$ cat src/rtl/if_stage_pkg.sv
// Shared fetch-side definitions: NOP encoding, default reset PC, memory latency,
// fetch FSM states and the buffered instruction record.
package if_stage_pkg;

  localparam logic [31:0] NOP_INST         = 32'h0000_0013;
  localparam logic [31:0] DEFAULT_RESET_PC = 32'h0000_0000;
  localparam int          MEM_LATENCY      = 1;

  typedef enum logic [1:0] {
    S_IDLE,
    S_WAIT,
    S_DROP
  } fetch_state_e;

  typedef struct packed {
    logic [31:0] pc;
    logic [31:0] ir;
  } fetch_entry_t;

  function automatic logic [31:0] word_align(input logic [31:0] addr);
    return {addr[31:2], 2'b00};
  endfunction

endpackage

$ cat src/rtl/fetch_fifo.sv
// Small circular FIFO holding fetched {pc, instruction} records between the
// memory response and the IF/ID register; flush empties it in one cycle.
module fetch_fifo #(
  parameter int DEPTH = 2,
  parameter int WIDTH = 64
) (
  input  logic                         clk,
  input  logic                         rst,
  input  logic                         push,
  input  logic                         pop,
  input  logic                         flush,
  input  logic [WIDTH-1:0]             push_data,
  output logic [WIDTH-1:0]             pop_data,
  output logic                         full,
  output logic                         empty,
  output logic [$clog2(DEPTH+1)-1:0]   count
);

  localparam int PTR_W = (DEPTH > 1) ? $clog2(DEPTH) : 1;
  localparam int CNT_W = $clog2(DEPTH + 1);

  logic [WIDTH-1:0] mem [DEPTH];
  logic [PTR_W-1:0] rd_ptr;
  logic [PTR_W-1:0] wr_ptr;
  logic             do_push;
  logic             do_pop;

  function automatic logic [PTR_W-1:0] next_ptr(input logic [PTR_W-1:0] p);
    return (p == PTR_W'(DEPTH - 1)) ? '0 : p + PTR_W'(1);
  endfunction

  assign full     = (count == CNT_W'(DEPTH));
  assign empty    = (count == '0);
  assign do_pop   = pop && !empty;
  // A pop frees the slot in the same cycle, so a full FIFO still accepts a push.
  assign do_push  = push && (!full || do_pop);
  assign pop_data = mem[rd_ptr];

  // NOTE: sequential state uses non-blocking assignments so every register
  // samples pre-edge values regardless of block ordering.
  always_ff @(posedge clk) begin
    if (rst || flush) begin
      rd_ptr <= '0;
      wr_ptr <= '0;
      count  <= '0;
    end else begin
      if (do_push) wr_ptr <= next_ptr(wr_ptr);
      if (do_pop)  rd_ptr <= next_ptr(rd_ptr);
      case ({do_push, do_pop})
        2'b10:   count <= count + CNT_W'(1);
        2'b01:   count <= count - CNT_W'(1);
        default: count <= count;
      endcase
    end
  end

  // NOTE: storage is deliberately not reset; pointers and count qualify it.
  always_ff @(posedge clk) begin
    if (do_push) mem[wr_ptr] <= push_data;
  end

endmodule

$ cat src/rtl/if_stage.sv
// Instruction fetch stage: single-outstanding memory requester, fetch buffer and
// IF/ID register. Define FETCH_BUF_EN for a FETCH_BUF_DEPTH-entry prefetch FIFO.
module if_stage
  import if_stage_pkg::*;
#(
  parameter logic [31:0] RESET_PC        = DEFAULT_RESET_PC,
  parameter int          FETCH_BUF_DEPTH = 2
) (
  input  logic        clk,
  input  logic        rst,
  input  logic        id_stall,
  input  logic        ex_take_branch,
  input  logic [31:0] ex_target_pc,
  input  logic [31:0] Imem2proc_data,
  input  logic        Imem2proc_valid,
  output logic        proc2Imem_req,
  output logic [31:0] proc2Imem_addr,
  output logic [31:0] if_id_IR,
  output logic [31:0] if_id_PC,
  output logic        if_id_valid_inst
);

  if (FETCH_BUF_DEPTH < 2 || FETCH_BUF_DEPTH > 4) begin : g_depth_check
    $error("FETCH_BUF_DEPTH must be in 2..4");
  end

`ifdef FETCH_BUF_EN
  localparam int BUF_DEPTH = FETCH_BUF_DEPTH;
`else
  localparam int BUF_DEPTH = 1;
`endif
  localparam int CNT_W = $clog2(BUF_DEPTH + 1);

  fetch_state_e      state;
  fetch_state_e      state_nx;
  logic [31:0]       fetch_pc;
  fetch_entry_t      buf_in;
  fetch_entry_t      buf_head;
  logic [CNT_W-1:0]  buf_count;
  logic              buf_full;
  logic              buf_empty;
  logic              has_room;
  logic              push;
  logic              pop;
  logic              issue;

  assign buf_in = '{pc: fetch_pc, ir: Imem2proc_data};

  fetch_fifo #(
    .DEPTH (BUF_DEPTH),
    .WIDTH ($bits(fetch_entry_t))
  ) u_fetch_fifo (
    .clk       (clk),
    .rst       (rst),
    .push      (push),
    .pop       (pop),
    .flush     (ex_take_branch),
    .push_data (buf_in),
    .pop_data  (buf_head),
    .full      (buf_full),
    .empty     (buf_empty),
    .count     (buf_count)
  );

  // An outstanding request reserves a slot, so its response can never overflow.
  assign has_room = !buf_full &&
                    ((int'(buf_count) + int'(state == S_WAIT)) < BUF_DEPTH);

  always_ff @(posedge clk) begin
    if (rst) state <= S_IDLE;
    else     state <= state_nx;
  end

  // NOTE: every combinational output gets a default first so no latch is inferred.
  always_comb begin
    state_nx = state;
    unique case (state)
      S_IDLE:  if (issue) state_nx = S_WAIT;
      S_WAIT: begin
        if (Imem2proc_valid)     state_nx = S_IDLE;
        else if (ex_take_branch) state_nx = S_DROP;
      end
      S_DROP:  if (Imem2proc_valid) state_nx = S_IDLE;
      default: state_nx = S_IDLE;
    endcase
  end

  always_comb begin
    pop   = !ex_take_branch && !id_stall && !buf_empty;
    push  = !ex_take_branch && (state == S_WAIT) && Imem2proc_valid;
    // A slot being popped this cycle is free before the response can return.
    issue = !rst && !ex_take_branch && (state == S_IDLE) && (has_room || pop);
  end

  assign proc2Imem_req  = issue;
  assign proc2Imem_addr = word_align(fetch_pc);

  always_ff @(posedge clk) begin
    if (rst) begin
      fetch_pc         <= RESET_PC;
      if_id_IR         <= NOP_INST;
      if_id_PC         <= '0;
      if_id_valid_inst <= 1'b0;
    end else if (ex_take_branch) begin
      fetch_pc         <= ex_target_pc;
      if_id_IR         <= NOP_INST;
      if_id_valid_inst <= 1'b0;
    end else begin
      if (push) fetch_pc <= fetch_pc + 32'd4;
      if (!id_stall) begin
        if (pop) begin
          if_id_IR         <= buf_head.ir;
          if_id_PC         <= buf_head.pc;
          if_id_valid_inst <= 1'b1;
        end else begin
          if_id_IR         <= NOP_INST;
          if_id_valid_inst <= 1'b0;
        end
      end
    end
  end

endmodule

$ cat config.mk
export PLATFORM = sky130hd
export DESIGN_NAME = if_stage
export DESIGN_NICKNAME = d
export VERILOG_FILES = /design/src/rtl/if_stage_pkg.sv /design/src/rtl/fetch_fifo.sv /design/src/rtl/if_stage.sv
export SDC_FILE = /design/constraint.sdc
export NUM_CORES = 1
export LEC_CHECK = 0
export ABC_AREA = 1
export CAP_MARGIN = 20
export CORE_MARGIN = 2
export CORE_UTILIZATION = 40
export DETAILED_ROUTE_END_ITERATION = 7
export GPL_TIMING_DRIVEN = 0
export PLACE_DENSITY = 0.75
export RECOVER_POWER = 100
export SETUP_SLACK_MARGIN = 0.2
export SLEW_MARGIN = 20
export SYNTH_ARGS = -nofsm -noshare
export SYNTH_HDL_FRONTEND = slang
export SYNTH_HIERARCHICAL = 1
export SYNTH_SLANG_ARGS = --single-unit
$ cat constraint.sdc
create_clock -name clk -period 13.3 [get_ports clk]
set_input_delay 1.995 -clock clk [delete_from_list [all_inputs] [get_ports clk]]
set_output_delay 1.995 -clock clk [all_outputs]
set_load 0.1 [all_outputs]
Word level (Yosys, flattened, before mapping)
Memories as Yosys holds them, arrays and structs flattened.
Cells that the tools add are included.
{"block": "word_totals", "ff_bits": 100, "ram_bits": 64, "inputBits": 69, "output_inout_bits": 98, "wordCells": 56, "memories": 1}
{"memory": "u_fetch_fifo.mem", "depth": 1, "word_bits": 64, "read_ports": 1, "rd_ports_with_merged_regs": 0, "wr": 1, "line": "fetch_fifo.sv:22", "text": "logic [WIDTH-1:0] mem [DEPTH];"}
{"block": "classes", "addsub": 4, "n_lt_le_gt_ge": 1, "eq_ne": 7, "mux": 12, "bitwise_logic": 2, "reduce_logical": 23}
{"op": "$mux W32", "n": 3}
{"op": "$add A32 B3 Y32 const B", "n": 1}
{"op": "$logic_and A1 B1 Y1", "n": 10}
{"op": "$mux W2", "n": 4}
{"op": "$pmux W2 S3", "n": 1}
{"op": "$reduce_and A3 Y1", "n": 2}
{"op": "$eq A2 B1 Y1 const B", "n": 2}
{"op": "$eq A2 B2 Y1 const B", "n": 2}
{"op": "$logic_not A1 Y1", "n": 4}
{"op": "$ne A2 B2 Y1 const B", "n": 2}
{"op": "$reduce_bool A2 Y1", "n": 2}
{"op": "$logic_or A1 B1 Y1", "n": 3}
{"op": "$mux W1", "n": 3}
{"op": "$ne A3 B3 Y1 const B", "n": 1}
{"op": "$add A1 B1 Y2", "n": 1}
{"op": "$logic_not A2 Y1", "n": 1}
{"op": "$lt A2 B1 Y1 const B", "n": 1}
{"op": "$not A1 Y1", "n": 2}
{"op": "$pmux W1 S2", "n": 1}
{"op": "$reduce_or A2 Y1", "n": 1}
{"op": "$add A1 B1 Y1 const B", "n": 1}
{"op": "$sub A1 B1 Y1 const B", "n": 1}

Depth between registers and ports, before layout
Gate-level depths: netlist of the first run.
{"block": "logic_depth", "word_depth": 8, "mapped_depth": 10, "ltp_nobuf": 10}

Hierarchy
The synthesis of the first run kept the hierarchy.
{"mod": "if_stage", "n_inst": 1, "cells_per_inst": 720, "area_per_inst_um2": 4890.9, "seq_area_each_um2": 1981.9}
{"mod": "fetch_fifo", "n_inst": 1, "cells_per_inst": 75, "area_per_inst_um2": 1989.4, "seq_area_each_um2": 1941.9}

Worst setup path before layout of the first run
No wires, ideal clock.
{"block": "synth_path", "path_kind": "input -> register", "from": "in ex_take_branch", "to": "mem u_fetch_fifo.mem[0][0], enable pin", "setup_time_ns": 0.507, "arrival_ns": 5.804, "t_required_ns": 12.793, "setup_slack_ns": 6.989, "path_stages": 7, "n_path_buf": 2, "cell_sequence": "inv_1 > buf_2 > nand2_2 > inv_2 > buf_2 > inv_1 > a21oi_1"}
{"block": "synth_via", "elab_chain_cells": 8, "elab_cells_between_ends": 10, "cone_classes": "mux: 2; reduce/logical: 8"}
{"item": "start: declaration", "line": "if_stage.sv:12", "text": "input logic ex_take_branch,"}
{"item": "$logic_not A1 Y1", "line": "if_stage.sv:89", "text": "pop = !ex_take_branch && !id_stall && !buf_empty;"}
{"item": "$logic_and A1 B1 Y1 (2 in a row)", "line": "if_stage.sv:89"}
{"item": "named net pop", "line": "if_stage.sv:44", "text": "logic pop;"}
{"item": "$logic_and A1 B1 Y1", "line": "fetch_fifo.sv:34", "text": "assign do_pop = pop && !empty;"}
{"item": "$logic_or A1 B1 Y1", "line": "fetch_fifo.sv:36", "text": "assign do_push = push && (!full || do_pop);"}
{"item": "$logic_and A1 B1 Y1", "line": "fetch_fifo.sv:36"}
{"item": "named net u_fetch_fifo.do_push", "line": "fetch_fifo.sv:25", "text": "logic do_push;"}
{"item": "$mux W1", "line": "fetch_fifo.sv:59", "text": "if (do_push) mem[wr_ptr] <= push_data;"}
{"item": "$mux W1 (not written as such)", "line": "fetch_fifo.sv:59"}
{"item": "end: declaration", "line": "fetch_fifo.sv:22"}
The timed path passes the listed nets, and every way through them passes these cells.

Final worst setup path of the first run
{"block": "layout_path", "from": "in ex_take_branch", "to": "out proc2Imem_req"}
{"block": "layout_via", "elab_chain_cells": 5, "elab_cells_between_ends": 7, "cone_classes": "reduce/logical: 7"}
{"item": "$logic_not A1 Y1 (*)", "line": "if_stage.sv:89, if_stage.sv:92"}
{"item": "$logic_and A1 B1 Y1 (2 in a row)", "line": "if_stage.sv:89"}
{"item": "$logic_or A1 B1 Y1", "line": "if_stage.sv:92", "text": "issue = !rst && !ex_take_branch && (state == S_IDLE) && (has_room || pop);"}
{"item": "$logic_and A1 B1 Y1 (*)", "line": "if_stage.sv:92"}
{"item": "end: declaration", "line": "if_stage.sv:16", "text": "output logic proc2Imem_req,"}
Mark *: on every way between the ends. The rest lies on a longest branch, timed or not.

==> results list, run 1 <==
- The number of pins exceeding their max-slew limit in the final report came to 0.
* Fin. Hold Viols: 0
- DRC violation count after routing: 0
* Top Ports: 167
- The initial antenna violation count was 1.
* Cell chain of the critical path: dlygate4sd3_1, inv_1, clkbuf_1, nand2_1, o31ai_1, nand2_1, inv_1, dlygate4sd3_1
* Total number of vias: 5939
- Measured along the x axis, the die boundary spans 135.2 um.
- The most critical setup path has its endpoint at proc2Imem_req.
- Vias per inst: 4.880
- Post-Syn Instances: 795
- HPWL after DPL: 13.72 mm
- The endpoint identified for the worst register-to-register timing path is u_fetch_fifo/mem[0][63].
* Clock input transition at the sequential cells of the worst setup and hold paths: 0.06 ns
- TritonCTS built the clock tree.
- Most common cell after layout, fill and taps aside: nand2_1
* Avg Synthesized Cell Area: 8.655 sq um
* Overall die area: 18270 sq um
- Commonest non-fill, non-tap cells in the layout: 177 x nand2_1, 158 x nor2_1, 129 x dlygate4sd3_1
- Wires add up to 18.27 mm.
- Leak pwr: 3.642 nW
- Critical Path Start: ex_take_branch
* Hold Buf Count CTS: 0
- DIE HEIGHT: 135.2 um
- Result of the run: finished, final reports clean
- Yosys attributes the largest share of cell area to dfxtp_1 29%, edfxtp_1 28%, nand2_1 9.6%.
- Final setup violation count: 0
- For the worst setup path, the data required time is 11.31 ns.
* Post-CTS setup buffer count: 0
* H-Tree Level Count: 4
- Setup slack, reg-to-reg: 8.51 ns
* Gr ovfl total: 0
- In this run the core area contains 47 standard-cell rows.
- Of the cells placed in the final design, the portion with a size suffix greater than 1 is 0.08844.
* Stage delay of the slowest cell on the critical path: 1.21 ns
* Startpoint type of the worst setup path: primary input
- Counting every sink on the clock net gives 164.
- Pwr/cell area: 124.8 nW/um^2
- Of all cell types, the one taking the most synthesized area is dfxtp_1.
- The netlist uses 37 different library cells.
* Pre-CTS setup slack: 6.628 ns
* WP data arrival: 4.98 ns
- Min cycle time layout: 6.980 ns
- Vias in the first global route: 5504
- Across the VDD grid, the largest voltage drop is 0.09147 mV.
- The final layout contains 1052 nets.
- Post-route antenna net violation count: 0
- CTS Buf Count: 17
- Endpoint class of the critical path: primary output
- Yosys printed 6 warnings.
* Maximum number of pins on one net before global-route repair: 24
* Post-synthesis instance area: 6880 sq um
- Static timing analysis puts the maximum clock frequency at 0.1433 GHz.
- The tree is rooted in a clkbuf_16.
* Worst R2R Path Depth: 9
* Worst-path cell with the longest stage delay: dlygate4sd3_1
- In this run the standard cell core region covers 16700 sq um.
* WL/cell: 15.01 um
- Number of synthesized register bits: 164
- The number of gates resized after CTS was 0.
* Routability Congestion: 0.9416
- Of all nets on the critical path, the largest fanout is 10.
- During placement, the flow inserted port buffers numbering 164.
- Of the post-synthesis cell area, the dominant cell type holds 0.2910.
* Worst min path class: reg -> reg
* Number of detailed-routing iterations run before antenna repair: 5
- Area overhead of the layout relative to synthesis: 36.26%
- Setup repair after global routing missed its margin: false
* Longest Clk Path Bufs: 2
* Least setup slack across all paths after layout: 6.320 ns
- Critical setup path kind: in -> out
- Clock latency reported for the late side of the worst-skew pair: 0.42 ns
- Max-cap violations in this run came to 0.
- Share of the clock period used by the worst path after layout: 0.5248
- For the final database, setup skew stands at 0.009378 ns.
- Max transition margin: 0.1395
* Sequential cell area fraction in the yosys report: 0.5703
- Sum of negative setup slack: 0 ns
- The detailed router finished its first iteration with 533 violations.
* Slew of the pin with the lowest slew margin: 1.291 ns
- The worst register-to-register path begins at u_fetch_fifo/count.
- The first global-routing pass estimated 28.52 mm of wire.
- GRT Overall Usage: 0.2028
- Initial Util: 0.4120
routing by layer:
layer,wire length [um],share of wire,global-route usage
met1,7856,0.43,0.2586
met2,8649,0.47,0.3347
met3,1154,0.063,0.03853
met4,609,0.033,0.09433
met5,0,0,0
sequential cells by signal, summed over array words and instances (netlist names):
name and cells:
fetch_pc 32, if_id_IR 32, if_id_PC 32, if_id_valid_inst 1
state 2, u_fetch_fifo/count 1, u_fetch_fifo/mem 64
worst max-delay path: cells and delay by family:
family | cells | cell delay (ns)
buf+inv | 5 | 2.39
simple gates | 2 | 0.44
compound gates | 1 | 0.15
worst min path at each step:
stage	from	to	slack, ns	cells after the start
2_1_floorplan	fetch_pc[0]	u_fetch_fifo/mem[0][32]	0.40	0
3_3_place_gp	fetch_pc[1]	u_fetch_fifo/mem[0][33]	0.41	0
3_5_place_dp	fetch_pc[1]	u_fetch_fifo/mem[0][33]	0.41	0
5_1_grt	fetch_pc[1]	u_fetch_fifo/mem[0][33]	0.45	0
6_report	fetch_pc[1]	u_fetch_fifo/mem[0][33]	0.43	0
4_1_cts	fetch_pc[1]	u_fetch_fifo/mem[0][33]	0.43	0
per-stage QoR:
stage / utilization / power (mW) / instance area (sq um) / std cells / hold WS [ns]
2_1_floorplan: - / 0.6458 / 6884 / 796 / 0.4030
3_3_place_gp: 0.5270 / 0.6950 / 8801 / 1180 / 0.4109
3_5_place_dp: 0.5318 / 0.6970 / 8882 / 1183 / 0.4122
4_1_cts: 0.5680 / 1.188 / 9485 / 1215 / 0.4345
5_1_grt: 0.5612 / 1.211 / 9373 / 1216 / 0.4509
6_report: 0.5614 / 1.170 / 9375 / 1217 / 0.4318
layout make-up:
class	count	area [sq um]
Multi-Input combinational cell	522	2371
Inverter	43	161.4
Sequential cell	164	3924
Timing Repair Buffer	167	1653
Fill cell	1556	7326
Antenna cell	2	5.005
Tap cell	220	275.3
Buffer	67	382.9
Clock buffer	18	429.2
Clock inverter	14	173.9
power by group:
part / internal (mW) / leakage, nW / total (mW) / switching, mW
combinational: 0.0442 / 1.97 / 0.135 / 0.0905
sequential: 0.532 / 1.38 / 0.545 / 0.0131
clock: 0.282 / 0.287 / 0.490 / 0.208
synth_stat cells, drive strengths merged:
cell / instances
buf: 50
clkbuf: 17
conb: 1
a21oi: 56
nor2: 168
xnor2: 1
o211ai: 1
o21ai: 40
nand3: 31
o31ai: 4
and2: 1
a22oi: 2
nand2: 184
a211oi: 4
nand4: 2
a221oi: 1
a31oi: 6
o22ai: 5
inv: 43
nor3: 7
dfxtp: 100
edfxtp: 64
o21a: 5
ha: 1
or2: 1
cells by family (layout without fill, tap and decap cells):
family          Yosys count  after routing  share of synthesized area
simple gates            394            394                     0.2435
xor+xnor                  1              1                   0.001273
other cells               1              4                  0.0005450
buf+inv                 110            309                    0.08129
compound gates          124            124                     0.1013
fa+ha+maj                 1              1                   0.001818
flops                   164            164                     0.5703
(Power assumes the default switching activity.)
==> inputs of run 2 (changes only) <==
--- a/config.mk
+++ b/config.mk
@@ -11,7 +11,7 @@
 export CORE_UTILIZATION = 40
 export DETAILED_ROUTE_END_ITERATION = 7
 export GPL_TIMING_DRIVEN = 0
-export PLACE_DENSITY = 0.75
+export PLACE_DENSITY = 0.77
 export RECOVER_POWER = 100
 export SETUP_SLACK_MARGIN = 0.2
 export SLEW_MARGIN = 20
==> constraint.sdc (replaced) <==
create_clock -name clk -period 6.15 [get_ports clk]
set_input_delay 0.9225 -clock clk [delete_from_list [all_inputs] [get_ports clk]]
set_output_delay 0.9225 -clock clk [all_outputs]
set_load 0.1 [all_outputs]
==> results list, run 2 (same netlist as run 1, synthesis figures left out) <==
- The vertical die dimension is 135.2 um (unchanged).
* H-Tree Level Count: 4 (unchanged)
- Max transition margin: 0.2926 (+0.1531)
- Final routed wirelength across all metal layers: 18.56 mm (+1.6%)
* Maximum number of pins on one net before global-route repair: 23 (-4.2%)
- The number of pins exceeding their max-slew limit in the final report is 0 (unchanged).
* Count of instances resized after the clock tree is built: 0 (unchanged)
- The maximum clock skew at final layout came to 0.01389 ns (+0.004508 ns).
- Start point of the worst min-delay path: fetch_pc[1]
- The maximum fanout encountered on the critical timing path came to 10 (unchanged).
- Setup repair after global routing missed its margin: false
- The number of nets in the layout came to 1052 (unchanged).
- The flow ran to the end, and the final reports show no timing, DRC or antenna violations.
- The worst hold path cell count came to 0 (unchanged).
* Leak pwr: 3.690 nW (+1.3%)
* Power after layout: 2.585 mW (+120%)
* CTS Buf Count: 17 (unchanged)
* Area of the multi-input gates: 2375 sq um (+0.16%)
- The count of vias placed by the detailed router came to 5807 (-2.2%).
* Maximum achievable frequency: 0.2065 GHz
- Endpoint class of the critical path: primary output
- Share of the clock period used by the worst path after layout: 0.7875
- The final estimated routing congestion in global placement came to 0.9393 (-0.24%).
* Sink of the worst hold path: u_fetch_fifo/mem[0][33]
- Number of placement rows: 47 (unchanged)
- Setup slack, reg-to-reg: 2.71 ns (-5.80 ns)
* Vias per inst: 4.779 (-2.1%)
- Commonest non-fill, non-tap cells in the layout: 177 x nand2_1, 158 x nor2_1, 129 x dlygate4sd3_1
- Antenna diode count: 0 (-2)
* Number of detailed-routing iterations run before antenna repair: 7 (+2)
- FILL cells: 1512 (-2.8%)
* Clock net sink count: 164 (unchanged)
* Worst hold slack: 0.4340 ns (+0.002278 ns)
* First-pass GRT wire length: 29.03 mm (+1.8%)
- The worst setup path is of the in -> out kind.
- Share of post-route cells with drive strength above 1: 0.09347 (+0.005025)
- The average routed wire per standard cell came to 15.27 um (+1.7%).
- Area overhead of the layout relative to synthesis: 37.75%
- Worst min path class: reg -> reg
* Pre-CTS setup slack: 1.609 ns (-5.019 ns)
- The clock-pin slew on the worst setup and hold paths was 0.06 ns (about the same).
- The sequential cell area in the final layout was 3924 sq um (unchanged).
- Violation count after the first detailed-route iteration: 483 (-9.4%)
* Slew of the pin with the lowest slew margin: 1.058 ns (-0.2331 ns)
- Max FFs per register: 64 (unchanged)
- The cell area after layout is 9478 sq um (+1.1%).
- Initial Util: 0.4120 (unchanged)
- The worst path needs 4.843 ns of the cycle, external delays included.
* Clock tree from TritonCTS: yes
- The reported max-cap violation count was 0 (unchanged).
- The data arrival time of the critical path is 3.92 ns (-1.06 ns).
- The final count of hold timing violations came to 0 (unchanged).
* Most common cell after layout, fill and taps aside: nand2_1
- Fraction of the core area covered by cells at the end of the flow: 0.5675 (+0.006143)
* Pwr/cell area: 272.7 nW/um^2 (+120%)
* Hold Buf Count CTS: 0 (unchanged)
* Port buffer count: 164 (unchanged)
* Least setup slack across all paths after layout: 1.307 ns (-5.014 ns)
- GRT Overall Usage: 0.2074 (+0.004599)
- The initial antenna violation count is 0 (-1).
* Core footprint: 16700 sq um (unchanged)
- In this run the critical register-to-register path is launched from u_fetch_fifo/count.
- DRC violation count after routing: 0 (unchanged)
* Final setup violation count: 0 (unchanged)
- Placed cell area: 8895 sq um (+0.14%)
- Clock latency reported for the late side of the worst-skew pair: 0.43 ns (about the same)
* Overall die area: 18270 sq um (unchanged)
- Startpoint type of the worst setup path: primary input
- The horizontal die dimension came to 135.2 um (unchanged).
- The number of top-level pins is 167 (unchanged).
- The total global routing overflow came to 0 (unchanged).
* Post-route antenna net violation count: 0 (unchanged)
- Biggest register: u_fetch_fifo/mem
- The data required time at the worst endpoint was 5.23 ns (-6.08 ns).
* Capturing point of the worst reg2reg path: u_fetch_fifo/mem[0][51]
- The largest voltage drop on the vdd net came to 0.1941 mV (+110%).
- The tree is rooted in a clkbuf_16.
- The number of cell instances on the worst register-to-register path is 10 (+1).
* HPWL after DPL: 13.77 mm (+0.38%)
- The via count of the first global-routing pass is 5579 (+1.4%).
- The maximum count of clock buffers along a single path came to 2 (unchanged).
- The post-CTS setup buffer count was 0 (unchanged).
run 2: cell count changes in the layout (fill, tap and decap cells not counted), sizes merged:
cell,previous run,this run
diode,2,0
buf,37,41
clkbuf,51,52
inv,47,44
clkinvlp,2,3
clkinv,6,3
run 2: metrics by stage:
step,cells,TNS [ns]
floorplan,796,0
global placement,1180,-92.02
detailed placement,1183,0
CTS,1215,0
global route,1215,0
finish,1215,0
run 2: area by class of cell:
class,count,share of cell area
clock buffers,23,0.05492
flip-flops and latches,164,0.4140
repair buffers,167,0.1819
well taps,220,0.02904
clock inverters,9,0.01201
plain buffers,67,0.04053
multi-input cells,522,0.2506
inverters,43,0.01703
run 2: critical path, stage by stage:
cell and delay, ns:
dlygate4sd3_1 0.58, inv_1 0.08, clkbuf_1 0.45, nand2_1 0.32
o31ai_1 0.15, nand2_1 0.12, inv_1 0.06, dlygate4sd3_1 1.22
run 2: per-layer routing:
layer	wire length [um]	vias to the layer above	GRT usage
li1	-	2948	-
met1	7892	2614	0.2574
met2	8942	206	0.3483
met3	1073	39	0.04564
met4	650	0	0.09144
met5	0	-	0
run 2: worst max path at each step:
| stage | from | endpoint | depth (start not counted) |
|---|---|---|---|
| final | ex_take_branch | proc2Imem_req | 8 |
| after global placement | ex_take_branch | u_fetch_fifo/mem[0][62] | 8 |
| after CTS | rst | proc2Imem_req | 8 |
| after floorplan | ex_take_branch | u_fetch_fifo/mem[0][0] | 7 |
| after detailed placement | rst | proc2Imem_req | 8 |
| after global routing | ex_take_branch | proc2Imem_req | 8 |
run 2: report_power, final:
part | switching [mW] | internal, mW | leakage (nW) | total, mW
Clock | 0.430 | 0.681 | 0.302 | 1.11
Sequential | 0.0281 | 1.15 | 1.38 | 1.18
Combinational | 0.197 | 0.0977 | 2.00 | 0.294
Total | 0.655 | 1.93 | 3.69 | 2.58
==> inputs of run 3 (changes only) <==
==> constraint.sdc (replaced) <==
create_clock -name clk -period 4.4 [get_ports clk]
set_input_delay 0.66 -clock clk [delete_from_list [all_inputs] [get_ports clk]]
set_output_delay 0.66 -clock clk [all_outputs]
set_load 0.1 [all_outputs]
==> results list, run 3 (same netlist as run 1, synthesis figures left out) <==
* H-Tree Level Count: 4 (unchanged)
- The worst setup path is captured at a primary output.
- Overall die area: 18270 sq um (unchanged)
- The maximum count of clock buffers along a single path came to 2 (unchanged).
- Clock input transition at the sequential cells of the worst setup and hold paths: 0.07 ns (about the same)
- The wire length of the first global-routing pass came to 28.21 mm (-2.8%).
* Top layer in use: met4
- The routed design could run at a clock period as short as 4.112 ns.
* Clock net sink count: 164 (unchanged)
* Reported max-cap violation count: 0 (unchanged)
* Vias in the first global route: 5479 (-1.8%)
- Most common cell after layout, fill and taps aside: nand2_1
* Post-CTS setup buffer count: 0 (unchanged)
- Post-route antenna net violation count: 0 (unchanged)
- Total number of vias: 5826 (+0.33%)
- Top Ports: 167 (unchanged)
- Fin. Hold Viols: 0 (unchanged)
* CTS Buf Count: 17 (unchanged)
* Area overhead of the layout relative to synthesis: 36.68%
- The critical path is of the in -> out type.
* Start point of the worst min-delay path: fetch_pc[0]
* Core footprint: 16700 sq um (unchanged)
- Startpoint type of the worst setup path: primary input
- Initial Util: 0.4120 (unchanged)
* Fin. max-slew vios: 0 (unchanged)
- Gr ovfl total: 0 (unchanged)
- Number of placement rows: 47 (unchanged)
- Final setup violation count: 0 (unchanged)
- The detailed route wirelength on metal3 was 1.183 mm (+10%).
- Static timing analysis puts the maximum clock frequency at 0.2432 GHz.
- Setup repair after global routing left no endpoint under its margin.
* Fraction of the core area covered by cells at the end of the flow: 0.5631 (-0.004420)
* Reg-to-Reg Start: u_fetch_fifo/count
- Clock tree skew after final layout: 0.007045 ns (-0.006842 ns)
- Sum of negative setup slack: 0 ns (unchanged)
- Result of the run: finished, final reports clean
* Max transition margin: 0.2840 (-0.008610)
- Maximum number of pins on one net before global-route repair: 24 (+4.3%)
- The vertical die dimension is 135.2 um (unchanged).
* Port buffer count: 164 (unchanged)
- The horizontal die dimension was 135.2 um (unchanged).
- The data arrival time of the critical path came to 3.45 ns (-0.47 ns).
- The clock latency on the worst-skew pair was 0.43 ns (about the same).
* Critical Path Start: rst
- Initial antenna violation count: 1 (+1)
- Routed wire length on met2: 9.016 mm (+0.83%)
- The aggregate global-route resource usage was 0.2010 (-0.006476).
- WL/cell: 15.09 um (-1.2%)
- The maximum fanout encountered on the critical timing path came to 10 (unchanged).
- The routed via count divided by cell count came to 4.791 (+0.24%).
- The final wirelength came to 18.35 mm (-1.1%).
- Slew of the pin with the lowest slew margin: 1.071 ns (+0.01287 ns)
- Hold Buf Count CTS: 0 (unchanged)
* Critical Path RT: 3.74 ns (-1.49 ns)
- The power per cell area was 375.8 nW/um^2 (+38%).
* Final net count: 1052 (unchanged)
* Leak pwr: 3.658 nW (-0.86%)
- The wire length on met1 was 7.687 mm (-2.6%).
- Count of instances resized after the clock tree is built: 0 (unchanged)
- The largest voltage drop on the vdd net is 0.2643 mV (+36%).
- Max FFs per register: 64 (unchanged)
* Commonest non-fill, non-tap cells in the layout: 177 x nand2_1, 159 x nor2_1, 129 x dlygate4sd3_1
- The min-delay analysis places its worst path in the category reg -> reg.
- The share of post-route cells with drive strength above 1 came to 0.09749 (+0.004020).
* Violation count after the first detailed-route iteration: 374 (-23%)
* Clock tree root driver cell: clkbuf_16
- Ranked by flip-flop count, first place goes to u_fetch_fifo/mem.
- Routability Congestion: 0.9304 (-0.95%)
* HPWL after DPL: 13.82 mm (+0.40%)
* DRC violation count after routing: 0 (unchanged)
- TritonCTS built the clock tree.
- Share of the clock period used by the worst path after layout: 0.9346
* Number of detailed-routing iterations run before antenna repair: 5 (-2)
## run 3: critical path, cell delays in order
cell and delay [ns]:
dlygate4sd3_1 0.55, clkbuf_1 0.27, nor2_1 0.32, inv_1 0.14, nor3_1 0.17, nand2_1 0.12
inv_1 0.06, clkdlybuf4s50_1 1.14
## run 3: final timing paths
path | end | slack [ns] | depth (start not counted)
setup reg to reg | u_fetch_fifo/mem[0][14] | 1.03 | 9
setup / recovery | proc2Imem_req | 0.29 | 8
hold / removal | u_fetch_fifo/mem[0][32] | 0.43 | 0
hold reg to reg | u_fetch_fifo/mem[0][32] | 0.43 | 0
## run 3: layer usage
layer,up-vias,global-route usage
met1,2654,0.2455
met5,-,0
met4,0,0.07986
met2,200,0.3446
met3,31,0.04639
li1,2941,-
## run 3: final cells by class
cell class	instances	area [sq um]
clock buffers	17	425.4
clock inverters	15	170.2
multi-input cells	522	2375
fillers	1521	7297
well taps	220	275.3
flip-flops and latches	164	3924
plain buffers	67	386.6
repair buffers	167	1684
diodes	1	2.502
inverters	43	161.4
## run 3: stage by stage
| stage | power [mW] | hold slack (ns) | cell area (sq um) | setup WS [ns] | cells |
|---|---|---|---|---|---|
| CTS | 3.575 | 0.4279 | 9490 | 0.3915 | 1215 |
| detailed placement | 2.106 | 0.4119 | 8895 | 0.4041 | 1183 |
| floorplan | 1.952 | 0.4030 | 6888 | 0.7339 | 796 |
| global route | 3.642 | 0.4454 | 9404 | 0.1613 | 1216 |
| finish | 3.534 | 0.4314 | 9404 | 0.2879 | 1216 |
| global placement | 2.099 | 0.4132 | 8805 | -0.9371 | 1180 |
## run 3: power by group
group	leakage, nW	switching (mW)	internal, mW	total, mW
clock	0.280	0.670	0.809	1.48
combinational	1.99	0.273	0.136	0.409
sequential	1.38	0.0386	1.61	1.65
